## src/rtl/cpu_pkg.sv

```systemverilog
// Shared pipeline definitions: opcodes, funct3 codes and the memory-stage state type.
package cpu_pkg;

    localparam logic [6:0] OPC_LOAD  = 7'b0000011;
    localparam logic [6:0] OPC_STORE = 7'b0100011;
    localparam logic [6:0] OPC_OP    = 7'b0110011;
    localparam logic [6:0] OPC_OPIMM = 7'b0010011;

    localparam logic [2:0] F3_B  = 3'b000;
    localparam logic [2:0] F3_H  = 3'b001;
    localparam logic [2:0] F3_W  = 3'b010;
    localparam logic [2:0] F3_BU = 3'b100;
    localparam logic [2:0] F3_HU = 3'b101;

    typedef enum logic [1:0] {
        IDLE = 2'd0,
        REQ  = 2'd1,
        WAIT = 2'd2,
        DONE = 2'd3
    } mem_state_t;

    // True when funct3 names a real access width for the given direction.
    function automatic logic mem_f3_ok(input logic load, input logic [2:0] f3);
        if (load)
            return (f3 == F3_B) || (f3 == F3_H) || (f3 == F3_W) ||
                   (f3 == F3_BU) || (f3 == F3_HU);
        else
            return (f3 == F3_B) || (f3 == F3_H) || (f3 == F3_W);
    endfunction

endpackage

```

## src/rtl/mem_align_unit.sv

```systemverilog
// Combinational lane logic for the memory stage: store byte enables and lane
// replication, load byte/half extraction with sign/zero extension, and the
// misalignment flag. Optional check enabled by MEM_MISALIGN_CHECK_EN; when it
// is undefined the flag is tied low and low address bits only pick lanes.
module mem_align_unit
    import cpu_pkg::*;
(
    input  logic [2:0]  funct3,
    input  logic [1:0]  addr_lo,
    input  logic [31:0] store_data,
    input  logic [31:0] rdata,
    output logic [3:0]  be,
    output logic [31:0] wdata,
    output logic [31:0] load_data,
    output logic        misaligned
);

    logic [7:0]  byte_sel;
    logic [15:0] half_sel;

    // Store side: byte enables from width and address, data replicated across lanes.
    always_comb begin
        be    = 4'b1111;
        wdata = store_data;
        case (funct3)
            F3_B: begin
                be    = 4'b0001 << addr_lo;
                wdata = {4{store_data[7:0]}};
            end
            F3_H: begin
                be    = addr_lo[1] ? 4'b1100 : 4'b0011;
                wdata = {2{store_data[15:0]}};
            end
            default: begin
                be    = 4'b1111;
                wdata = store_data;
            end
        endcase
    end

    // Load side: pick the addressed lane, then extend according to funct3.
    always_comb begin
        case (addr_lo)
            2'd0:    byte_sel = rdata[7:0];
            2'd1:    byte_sel = rdata[15:8];
            2'd2:    byte_sel = rdata[23:16];
            default: byte_sel = rdata[31:24];
        endcase
        half_sel = addr_lo[1] ? rdata[31:16] : rdata[15:0];
        case (funct3)
            F3_B:    load_data = {{24{byte_sel[7]}}, byte_sel};
            F3_BU:   load_data = {24'h000000, byte_sel};
            F3_H:    load_data = {{16{half_sel[15]}}, half_sel};
            F3_HU:   load_data = {16'h0000, half_sel};
            default: load_data = rdata;
        endcase
    end

`ifdef MEM_MISALIGN_CHECK_EN
    // Halfwords need a[0]=0, words need a[1:0]=0; bytes are always aligned.
    always_comb begin
        case (funct3)
            F3_H, F3_HU: misaligned = addr_lo[0];
            F3_W:        misaligned = (addr_lo != 2'b00);
            default:     misaligned = 1'b0;
        endcase
    end
`else
    assign misaligned = 1'b0;
`endif

endmodule

```

## src/rtl/mem_stage.sv

```systemverilog
// Memory-access stage of the 5-stage pipeline, absorbing the MEM/WB register.
// Runs RV32I loads/stores over a req/gnt/rvalid bus, stalls upstream while an
// access is outstanding, and aborts with an err pulse after TIMEOUT cycles.
// Optional misalignment trap enabled by MEM_MISALIGN_CHECK_EN.
module mem_stage
    import cpu_pkg::*;
#(
    parameter int TIMEOUT = 16
) (
    input  logic        clk,
    input  logic        rst,
    input  logic        in_valid,
    input  logic [31:0] in_instr,
    input  logic [31:0] in_alu,
    input  logic [31:0] in_store_data,
    output logic        stall,
    output logic        out_valid,
    output logic [31:0] out_instr,
    output logic [31:0] out_result,
    output logic        err,
    output logic        dmem_req,
    output logic        dmem_we,
    output logic [31:0] dmem_addr,
    output logic [3:0]  dmem_be,
    output logic [31:0] dmem_wdata,
    input  logic        dmem_gnt,
    input  logic        dmem_rvalid,
    input  logic [31:0] dmem_rdata
);

    localparam int CNT_W = $clog2(TIMEOUT + 1);
    localparam logic [CNT_W-1:0] CNT_LAST = CNT_W'(TIMEOUT - 1);

    mem_state_t       state_reg;
    logic [CNT_W-1:0] cnt_reg;
    logic [31:0]      hold_reg;
    logic             out_valid_reg;
    logic [31:0]      out_instr_reg;
    logic [31:0]      out_result_reg;
    logic             err_reg;

    logic        is_load;
    logic        is_store;
    logic        is_mem;
    logic        f3_ok;
    logic        timeout_hit;
    logic [3:0]  lane_be;
    logic [31:0] lane_wdata;
    logic [31:0] load_data;
    logic        misaligned;

    assign is_load     = (in_instr[6:0] == OPC_LOAD);
    assign is_store    = (in_instr[6:0] == OPC_STORE);
    assign is_mem      = in_valid & (is_load | is_store);
    assign f3_ok       = mem_f3_ok(is_load, in_instr[14:12]);
    assign timeout_hit = (cnt_reg == CNT_LAST);

    mem_align_unit u_align (
        .funct3     (in_instr[14:12]),
        .addr_lo    (in_alu[1:0]),
        .store_data (in_store_data),
        .rdata      (dmem_rdata),
        .be         (lane_be),
        .wdata      (lane_wdata),
        .load_data  (load_data),
        .misaligned (misaligned)
    );

    // Bus fields come straight from the frozen EX/MEM register; req is a pure state decode.
    assign dmem_req   = (state_reg == REQ);
    assign dmem_we    = is_store;
    assign dmem_addr  = {in_alu[31:2], 2'b00};
    assign dmem_be    = lane_be;
    assign dmem_wdata = lane_wdata;

    assign out_valid  = out_valid_reg;
    assign out_instr  = out_instr_reg;
    assign out_result = out_result_reg;
    assign err        = err_reg;

    // Upstream freeze: only a legal access in flight holds the pipe; a timeout cycle releases it.
    always_comb begin
        stall = 1'b0;
        case (state_reg)
            IDLE:      stall = is_mem & f3_ok & ~misaligned;
            REQ, WAIT: stall = ~timeout_hit;
            default:   stall = 1'b0;
        endcase
    end

    // Access sequencer with the MEM/WB outputs registered alongside the state.
    always_ff @(posedge clk) begin
        if (rst) begin
            state_reg      <= IDLE;
            cnt_reg        <= '0;
            hold_reg       <= '0;
            out_valid_reg  <= 1'b0;
            out_instr_reg  <= '0;
            out_result_reg <= '0;
            err_reg        <= 1'b0;
        end else begin
            err_reg <= 1'b0;
            case (state_reg)
                IDLE: begin
                    if (!is_mem) begin
                        out_valid_reg  <= in_valid;
                        out_instr_reg  <= in_valid ? in_instr : 32'h0;
                        out_result_reg <= in_alu;
                    end else if (!f3_ok || misaligned) begin
                        // Illegal access: drop it as a bubble and flag it.
                        out_valid_reg  <= 1'b0;
                        out_instr_reg  <= '0;
                        out_result_reg <= in_alu;
                        err_reg        <= 1'b1;
                    end else begin
                        out_valid_reg <= 1'b0;
                        out_instr_reg <= '0;
                        cnt_reg       <= '0;
                        state_reg     <= REQ;
                    end
                end
                REQ: begin
                    if (timeout_hit) begin
                        err_reg       <= 1'b1;
                        out_valid_reg <= 1'b0;
                        out_instr_reg <= '0;
                        state_reg     <= IDLE;
                    end else begin
                        cnt_reg <= cnt_reg + CNT_W'(1);
                        if (dmem_gnt)
                            state_reg <= is_store ? DONE : WAIT;
                    end
                end
                WAIT: begin
                    if (timeout_hit) begin
                        err_reg       <= 1'b1;
                        out_valid_reg <= 1'b0;
                        out_instr_reg <= '0;
                        state_reg     <= IDLE;
                    end else begin
                        cnt_reg <= cnt_reg + CNT_W'(1);
                        if (dmem_rvalid) begin
                            hold_reg  <= load_data;
                            state_reg <= DONE;
                        end
                    end
                end
                default: begin
                    // DONE: retire; EX/MEM advances on this same edge.
                    out_valid_reg  <= 1'b1;
                    out_instr_reg  <= in_instr;
                    out_result_reg <= is_load ? hold_reg : in_alu;
                    state_reg      <= IDLE;
                end
            endcase
        end
    end

endmodule

```

## config.mk

```make
export PLATFORM = sky130hd
export DESIGN_NAME = mem_stage
export DESIGN_NICKNAME = d
export VERILOG_FILES = /design/src/rtl/cpu_pkg.sv /design/src/rtl/mem_align_unit.sv /design/src/rtl/mem_stage.sv
export SDC_FILE = /design/constraint.sdc
export NUM_CORES = 1
export LEC_CHECK = 0
export CAP_MARGIN = 10
export CORE_MARGIN = 3
export CORE_UTILIZATION = 39
export CTS_BUF_LIST = sky130_fd_sc_hd__clkbuf_4
export CTS_CLUSTER_DIAMETER = 100
export DETAILED_ROUTE_END_ITERATION = 16
export PLACE_DENSITY = 0.78
export REMOVE_ABC_BUFFERS = 1
export SLEW_MARGIN = 30
export SYNTH_ARGS = -nofsm -noshare
export SYNTH_HDL_FRONTEND = slang
export SYNTH_HIERARCHICAL = 1
export SYNTH_SLANG_ARGS = --single-unit
```

## constraint.sdc

```tcl
create_clock -name clk -period 2.1 [get_ports clk]
set_input_delay 0.42 -clock clk [delete_from_list [all_inputs] [get_ports clk]]
set_output_delay 0.42 -clock clk [all_outputs]
set_load 0.005 [all_outputs]
```

==> results.txt, run 1 <==
----------------------------------------------------
[Floorplan]
  Starting utilization of the core area ... 40.0%
  Standard cell core area ... 15200 um^2
  Top-level port count ... 270
  Die W ... ~130 um
  Die Area ... 17100 um^2
  Die boundary height ... roughly 130 um
  Number of cell rows ... 45

[Final layout]
  Final-stage net count ... 1133
  Area added between synthesis and finish ... 60.2%
  Share of the core filled with cells ... 64.1%
  Most common cell after layout, fill and taps aside ... sky130_fd_sc_hd__clkdlybuf4s50_1
  Design Area, Final ... 9740 um^2
  Total area of multi-input combinational cells ... 3430 um^2
  Fill cell count ... 1298
  Most frequent cells in the layout ... 226 x sky130_fd_sc_hd__clkdlybuf4s50_1, 101 x sky130_fd_sc_hd__dfxtp_1, 87 x sky130_fd_sc_hd__nand2_1, 67 x sky130_fd_sc_hd__buf_4, 52 x sky130_fd_sc_hd__a21oi_1
  Seq. cell area ... 2110 um^2
  Share of post-route cells with drive strength above 1 ... 19.7%

[Global routing]
  First-pass GRT wire length ... around 33000 um
  Via count of the first global-routing pass ... ~6500
  Number of antenna violations at the first check in global routing ... 1
  Leftover overflow at the end of global routing ... 0
  Maximum number of pins on one net before global-route repair ... 58
  Global routing usage summed across all routing layers ... between 20% and 30%

[Yosys]
  #FFs+latches synth ... 105
  Top flip-flop cell by instance count after synthesis ... sky130_fd_sc_hd__dfxtp_1
  Synthesized cell area ... 6080 um^2
  Synth unique cells ... 49
  Fraction of registers with async set or reset after synthesis ... 0%
  Count of yosys warnings during synthesis ... 6
  Cell count after synthesis ... between 700 and 800
  Sequential cell area fraction in the yosys report ... roughly 35%
  Average cell area after synthesis ... 8.36 um^2
  Post-synth EDFFs ... 0

[Routing]
  First-pass DRT Iterations ... 5
  Post-route DRC ... 0
  Post-detailed-route wirelength per cell ... about 19 um
  Routed via count divided by cell count ... 5.51
  Number of nets with antenna violations after detailed routing ... 0
  Count of routing violations after the opening detailed-route iteration ... 493
  Total number of vias ... 6543
  Final WL ... 22200 um

[STA]
  Max Clk Rate ... 458 MHz
  Clock Skew ... 0.0268 ns
  Final worst-path setup slack ... -0.0839 ns
  Actual slew at the worst max-slew pin ... 0.600 ns
  Final period demand of the worst path ... 2.18 ns
  Hold Violations, Final ... 0
  Final hold slack ... 0.245 ns
  Setup repair after global routing missed its margin ... true
  Period utilisation layout ... 104%
  Headroom to the max-slew limit ... 59.9%
  Final setup violation count ... 1
  Max-slew violation total from the final report ... 0

[Worst hold path]
  Hold Path Class ... input pin to register

[Critical path]
  Data arrival time of the critical path ... 1.76 ns
  Type of the setup path with the least slack ... register to primary output
  Type of destination of the critical path ... primary output
  CP startpoint kind ... register
  CP max FO ... 2
  Required time of the worst setup path ... 1.68 ns

[Clock network]
  Total of hold buffers inserted after clock tree synthesis ... 0
  Clock slew at reported path FFs ... 0.19 ns
  Number of buffers inserted during clock tree synthesis ... 9
  Later-pin clock latency in the skew report ... about 0.52 ns
  Clock H-tree levels ... 3
  TritonCTS clock tree ... yes
  Clock buffer depth ... 2
  Clock net sink count ... 105
  Clock root cell ... sky130_fd_sc_hd__clkbuf_4

[Placement]
  Cell area reported after detailed placement ... around 9100 um^2
  Routability Congestion ... between 0.8 and 0.9
  Half-perimeter wire length after placement ... 16000 um
  Worst setup timing slack at the placement stage ... -0.663 ns
  Port buffer count ... 267

[Run status]
  Result of the run ... finished, violations left
  Violations in the final reports ... negative setup slack

[Power and ir drop]
  Power per Cell Area ... about 530 nW/um^2
  LEAKAGE ... 0.00389 uW
  Largest vdd supply drop ... 0.468 mV

[Job]
  Maxcap violations ... 0

----------------------------------------------------
## path summary, 6_finish.rpt
kind                    end  slack, ns         start  cells after the start
max                   stall      -0.08    cnt_reg[1]                      7
min          out_result[12]       0.24           rst                      2
max reg2reg  out_result[10]       0.05  state_reg[1]                     10
min reg2reg     hold_reg[4]       0.46   hold_reg[4]                      2
## final cells by class
class	count	area share, %
multi-input cells	465	35.2
repair buffers	363	37.3
diodes	1	0.0257
inverters	50	1.93
clock buffers	9	0.694
flip-flops and latches	105	21.6
well taps	188	2.41
clock inverters	7	0.783
## Yosys cell counts (all sizes together), types with 3 or more instances
library cell    n  area [um^2]
nand3b          3         22.5
a2111oi        32          280
a311oi          8         70.1
nor3            4         36.3
a211oi         32          240
a21oi          55          275
nor2b           6         37.5
and3           33          206
nor2           22         85.1
a21boi         34          255
ha              6         75.1
a2111o          3         33.8
nand2b          9         56.3
a21o            4         30.0
inv            49          184
nand2          88          330
clkbuf         52          195
a22o           38          333
buf            56          393
a31oi           3         18.8
mux4            8          180
a221o           8         80.1
mux2           17          191
mux2i          13          130
nand3           6         30.0
o21ai          14         70.1
dfxtp         105         2100
## metrics by stage
stage               power, uW  setup TNS, ns  std cells
floorplan                2840        -178.16        620
global placement         3970         -56.10       1149
detailed placement       3990         -59.54       1149
CTS                      5130         -0.216       1182
global route             5410         -0.633       1187
finish                   5150        -0.0839       1188
## cells by family (layout without fill, tap and decap cells)
family                   after synthesis  in the layout  share of synthesized area, %
AO/OA/AOI/OAI                        237            237                          28.5
adder cells (fa/ha/maj)                6              6                          1.23
buffers and inverters                158            429                          12.8
AND/OR/NAND/NOR                      181            181                          14.5
other                                  2              4                         0.124
multiplexers                          38             38                          8.25
flip-flops                           105            105                          34.6
## power by group
group          total (uW)  switching [uW]  internal (uW)  leakage, uW
clock                1090             800            293    0.0000796
sequential           2230            83.5           2150     0.000862
combinational        1820             757           1060      0.00294
## what timing repair did
action,in CTS,in global routing
endpoints found under the setup margin,47,30
cloned,3,2
gates resized for setup,144,39
pin swaps,8,10
setup buffers,14,3
## critical path, cell delays in order (launching register included)
cell and delay [ns]:
sky130_fd_sc_hd__dfxtp_2 0.37, sky130_fd_sc_hd__ha_4 0.16, sky130_fd_sc_hd__and3_4 0.18, sky130_fd_sc_hd__ha_4 0.17, sky130_fd_sc_hd__nor2b_4 0.11, sky130_fd_sc_hd__a21oi_2 0.04
sky130_fd_sc_hd__nor2_1 0.11, sky130_fd_sc_hd__buf_2 0.12
## metal layers
layer / wire length (um) / track usage, % / vias up
li1: - / - / 3120
met1: 8950 / 29.9 / 3102
met2: 10900 / 43.2 / 278
met3: 1670 / 5.49 / 41
met4: 643 / 9.38 / 2
met5: 7 / 0 / -
(Power assumes the default switching activity.)
==> inputs of run 2 (changes only) <==
--- a/config.mk
+++ b/config.mk
@@ -8,12 +8,11 @@
 export CAP_MARGIN = 10
 export CORE_MARGIN = 3
 export CORE_UTILIZATION = 39
-export CTS_BUF_LIST = sky130_fd_sc_hd__clkbuf_4
 export CTS_CLUSTER_DIAMETER = 100
 export DETAILED_ROUTE_END_ITERATION = 16
 export PLACE_DENSITY = 0.78
 export REMOVE_ABC_BUFFERS = 1
-export SLEW_MARGIN = 30
+export SLEW_MARGIN = 20
 export SYNTH_ARGS = -nofsm -noshare
 export SYNTH_HDL_FRONTEND = slang
 export SYNTH_HIERARCHICAL = 1
==> results.txt, run 2 (same netlist as run 1, synthesis figures left out) <==
----------------------------------------------------
[Final layout]
  Seq. cell area ... 2110 um^2 (unchanged)
  Antenna cell count ... 0 (-1)
  Fill cell count ... 1287 (-0.85%)
  Area added between synthesis and finish ... 60.3% (about the same)
  Share of post-route cells with drive strength above 1 ... 19.0% (-0.69 points)
  Share of the core filled with cells ... 64.1% (about the same)
  Most common cell after layout, fill and taps aside ... sky130_fd_sc_hd__clkdlybuf4s50_1
  Most frequent cells in the layout ... 226 x sky130_fd_sc_hd__clkdlybuf4s50_1, 101 x sky130_fd_sc_hd__dfxtp_1, 87 x sky130_fd_sc_hd__nand2_1, 65 x sky130_fd_sc_hd__buf_4, 52 x sky130_fd_sc_hd__a21oi_1
  Total area of multi-input combinational cells ... 3380 um^2 (-1.5%)
  Final-stage net count ... 1127 (-0.53%)
  Filler-free cell count of the finished design ... 1181 (-0.59%)

[Global routing]
  Via count of the first global-routing pass ... 6438 (-0.85%)
  First-pass GRT wire length ... 33000 um (-0.56%)
  Global routing usage summed across all routing layers ... 24.6% (-0.20 points)
  Leftover overflow at the end of global routing ... 0 (unchanged)
  Maximum number of pins on one net before global-route repair ... 58 (unchanged)
  Number of antenna violations at the first check in global routing ... 1 (unchanged)

[Floorplan]
  Die W ... 131 um (unchanged)
  Top-level port count ... 270 (unchanged)
  Starting utilization of the core area ... 40.0% (unchanged)
  Standard cell core area ... 15200 um^2 (unchanged)
  Number of cell rows ... 45 (unchanged)
  Die Area ... 17100 um^2 (unchanged)
  Die boundary height ... 131 um (unchanged)

[STA]
  Final period demand of the worst path ... 2.07 ns (-0.118 ns)
  Headroom to the max-slew limit ... 60.7% (+0.79 points)
  Final setup violation count ... 0 (-1)
  Sum of negative setup slack ... 0 ns (+0.0839 ns)
  Clock Skew ... 0.0147 ns (-0.0121 ns)
  Actual slew at the worst max-slew pin ... 0.588 ns (-0.0118 ns)
  Hold Violations, Final ... 0 (unchanged)
  Period utilisation layout ... 98.4% (-5.6 points)
  Max Clk Rate ... 484 MHz (+5.7%)
  Max-slew violation total from the final report ... 0 (unchanged)
  Final worst-path setup slack ... 0.0336 ns (+0.118 ns)

[Critical path]
  Data arrival time of the critical path ... 1.65 ns (-0.11 ns)
  CP max FO ... 6 (+4)
  Type of the setup path with the least slack ... input pin to primary output
  Slowest-stage cell, CP ... sky130_fd_sc_hd__mux2_4
  Number of buffer and inverter stages on the critical path ... 6 (+5)
  Type of destination of the critical path ... primary output
  Cell type group with the largest total delay on the critical path ... buffers and inverters
  Required time of the worst setup path ... 1.68 ns (about the same)
  CP startpoint kind ... input pin
  Largest incremental delay on the critical path ... 0.30 ns (-0.07 ns)
  CP cell instances ... clkdlybuf4s15_1 -> buf_6 -> nor2_4 -> buf_12 -> buf_12 -> buf_16 -> mux2_4 -> buf_6

[Power and ir drop]
  Largest vdd supply drop ... 0.508 mV (+8.6%)
  LEAKAGE ... 0.00388 uW (-0.17%)
  Total power after layout ... 5740 uW (+12%)
  Power per Cell Area ... 589 nW/um^2 (+11%)

[Clock network]
  Clock slew at reported path FFs ... 0.08 ns (-0.11 ns)
  Clock buffer depth ... 2 (unchanged)
  Clock root cell ... sky130_fd_sc_hd__clkbuf_16
  Later-pin clock latency in the skew report ... 0.36 ns (-0.16 ns)
  Clock H-tree levels ... 3 (unchanged)
  Clock net sink count ... 105 (unchanged)
  TritonCTS clock tree ... yes
  Total of hold buffers inserted after clock tree synthesis ... 0 (unchanged)
  Number of buffers inserted during clock tree synthesis ... 9 (unchanged)

[Routing]
  Post-detailed-route wirelength per cell ... 18.8 um (+0.60%)
  First-pass DRT Iterations ... 5 (unchanged)
  Count of routing violations after the opening detailed-route iteration ... 454 (-7.9%)
  Routed via count divided by cell count ... 5.57 (+1.1%)
  Number of nets with antenna violations after detailed routing ... 0 (unchanged)
  Final WL ... 22200 um (about the same)
  Post-route DRC ... 0 (unchanged)
  Total number of vias ... 6574 (+0.47%)

[Run status]
  Result of the run ... completed

[Placement]
  Inst Count DP ... 1149 (unchanged)
  Routability Congestion ... 0.844 (unchanged)
  Half-perimeter wire length after placement ... 16000 um (unchanged)
  Worst setup timing slack at the placement stage ... -0.663 ns (unchanged)
  Port buffer count ... 267 (unchanged)

[Job]
  Maxcap violations ... 0 (unchanged)

[Worst hold path]
  Hold Path Class ... input pin to register

----------------------------------------------------
## run 2: cell count changes in the layout (fill, tap and decap cells not counted), sizes merged
cell / before / now
clkbuf: 11 / 14
clkdlybuf4s15: 7 / 8
dlymetal6s2s: 2 / 1
buf: 113 / 108
dlygate4sd2: 12 / 8
diode: 1 / 0
## run 2: final timing paths
kind / depth (start not counted) / end / start / slack, ns
setup / recovery: 8 / dmem_wdata[20] / in_instr[13] / 0.03
hold / removal: 3 / out_instr[3] / in_instr[3] / 0.40
setup reg to reg: 8 / out_result[11] / state_reg[0] / 0.12
hold reg to reg: 2 / hold_reg[28] / hold_reg[28] / 0.45
## run 2: where the power goes
group          internal, uW  switching [uW]
combinational          1050             750
sequential             2150            84.3
clock                   855             857
## run 2: per-stage QoR
step	hold slack (ns)	area (um^2)
floorplan	0.426	5500
global placement	0.440	9140
detailed placement	0.443	9140
CTS	0.416	9650
global route	0.410	9750
finish	0.404	9750
## run 2: worst min-delay path, delay by kind of cell
family	cells	cell delay, ns
AO/OA/AOI/OAI	1	0.12
buffers and inverters	2	0.20
## run 2: repair_timing
| action | CTS | global route |
|---|---|---|
| setup buffers | 11 | 2 |
| pin swaps | 9 | 10 |
| setup endpoints to repair | 116 | 38 |
| resized for setup | 141 | 34 |
| endpoints found under the hold margin | 0 | 0 |
| cloned | 3 | 1 |
## run 2: layout make-up
cell class              instances  share of cell area [%]
clock buffers                   9                    2.31
repair buffers                357                    36.3
multi-input cells             465                    34.7
inverters                      50                    1.93
well taps                     188                    2.41
clock inverters                 7                   0.783
flip-flops and latches        105                    21.6
## run 2: layer usage
metal | track usage (%) | share of wire [%] | vias to the layer above
li1 | - | - | 3110
met1 | 29.8 | 41 | 3126
met2 | 42.9 | 49 | 298
met3 | 6.18 | 7.4 | 38
met4 | 7.86 | 2.7 | 2
met5 | 0 | 0.032 | -
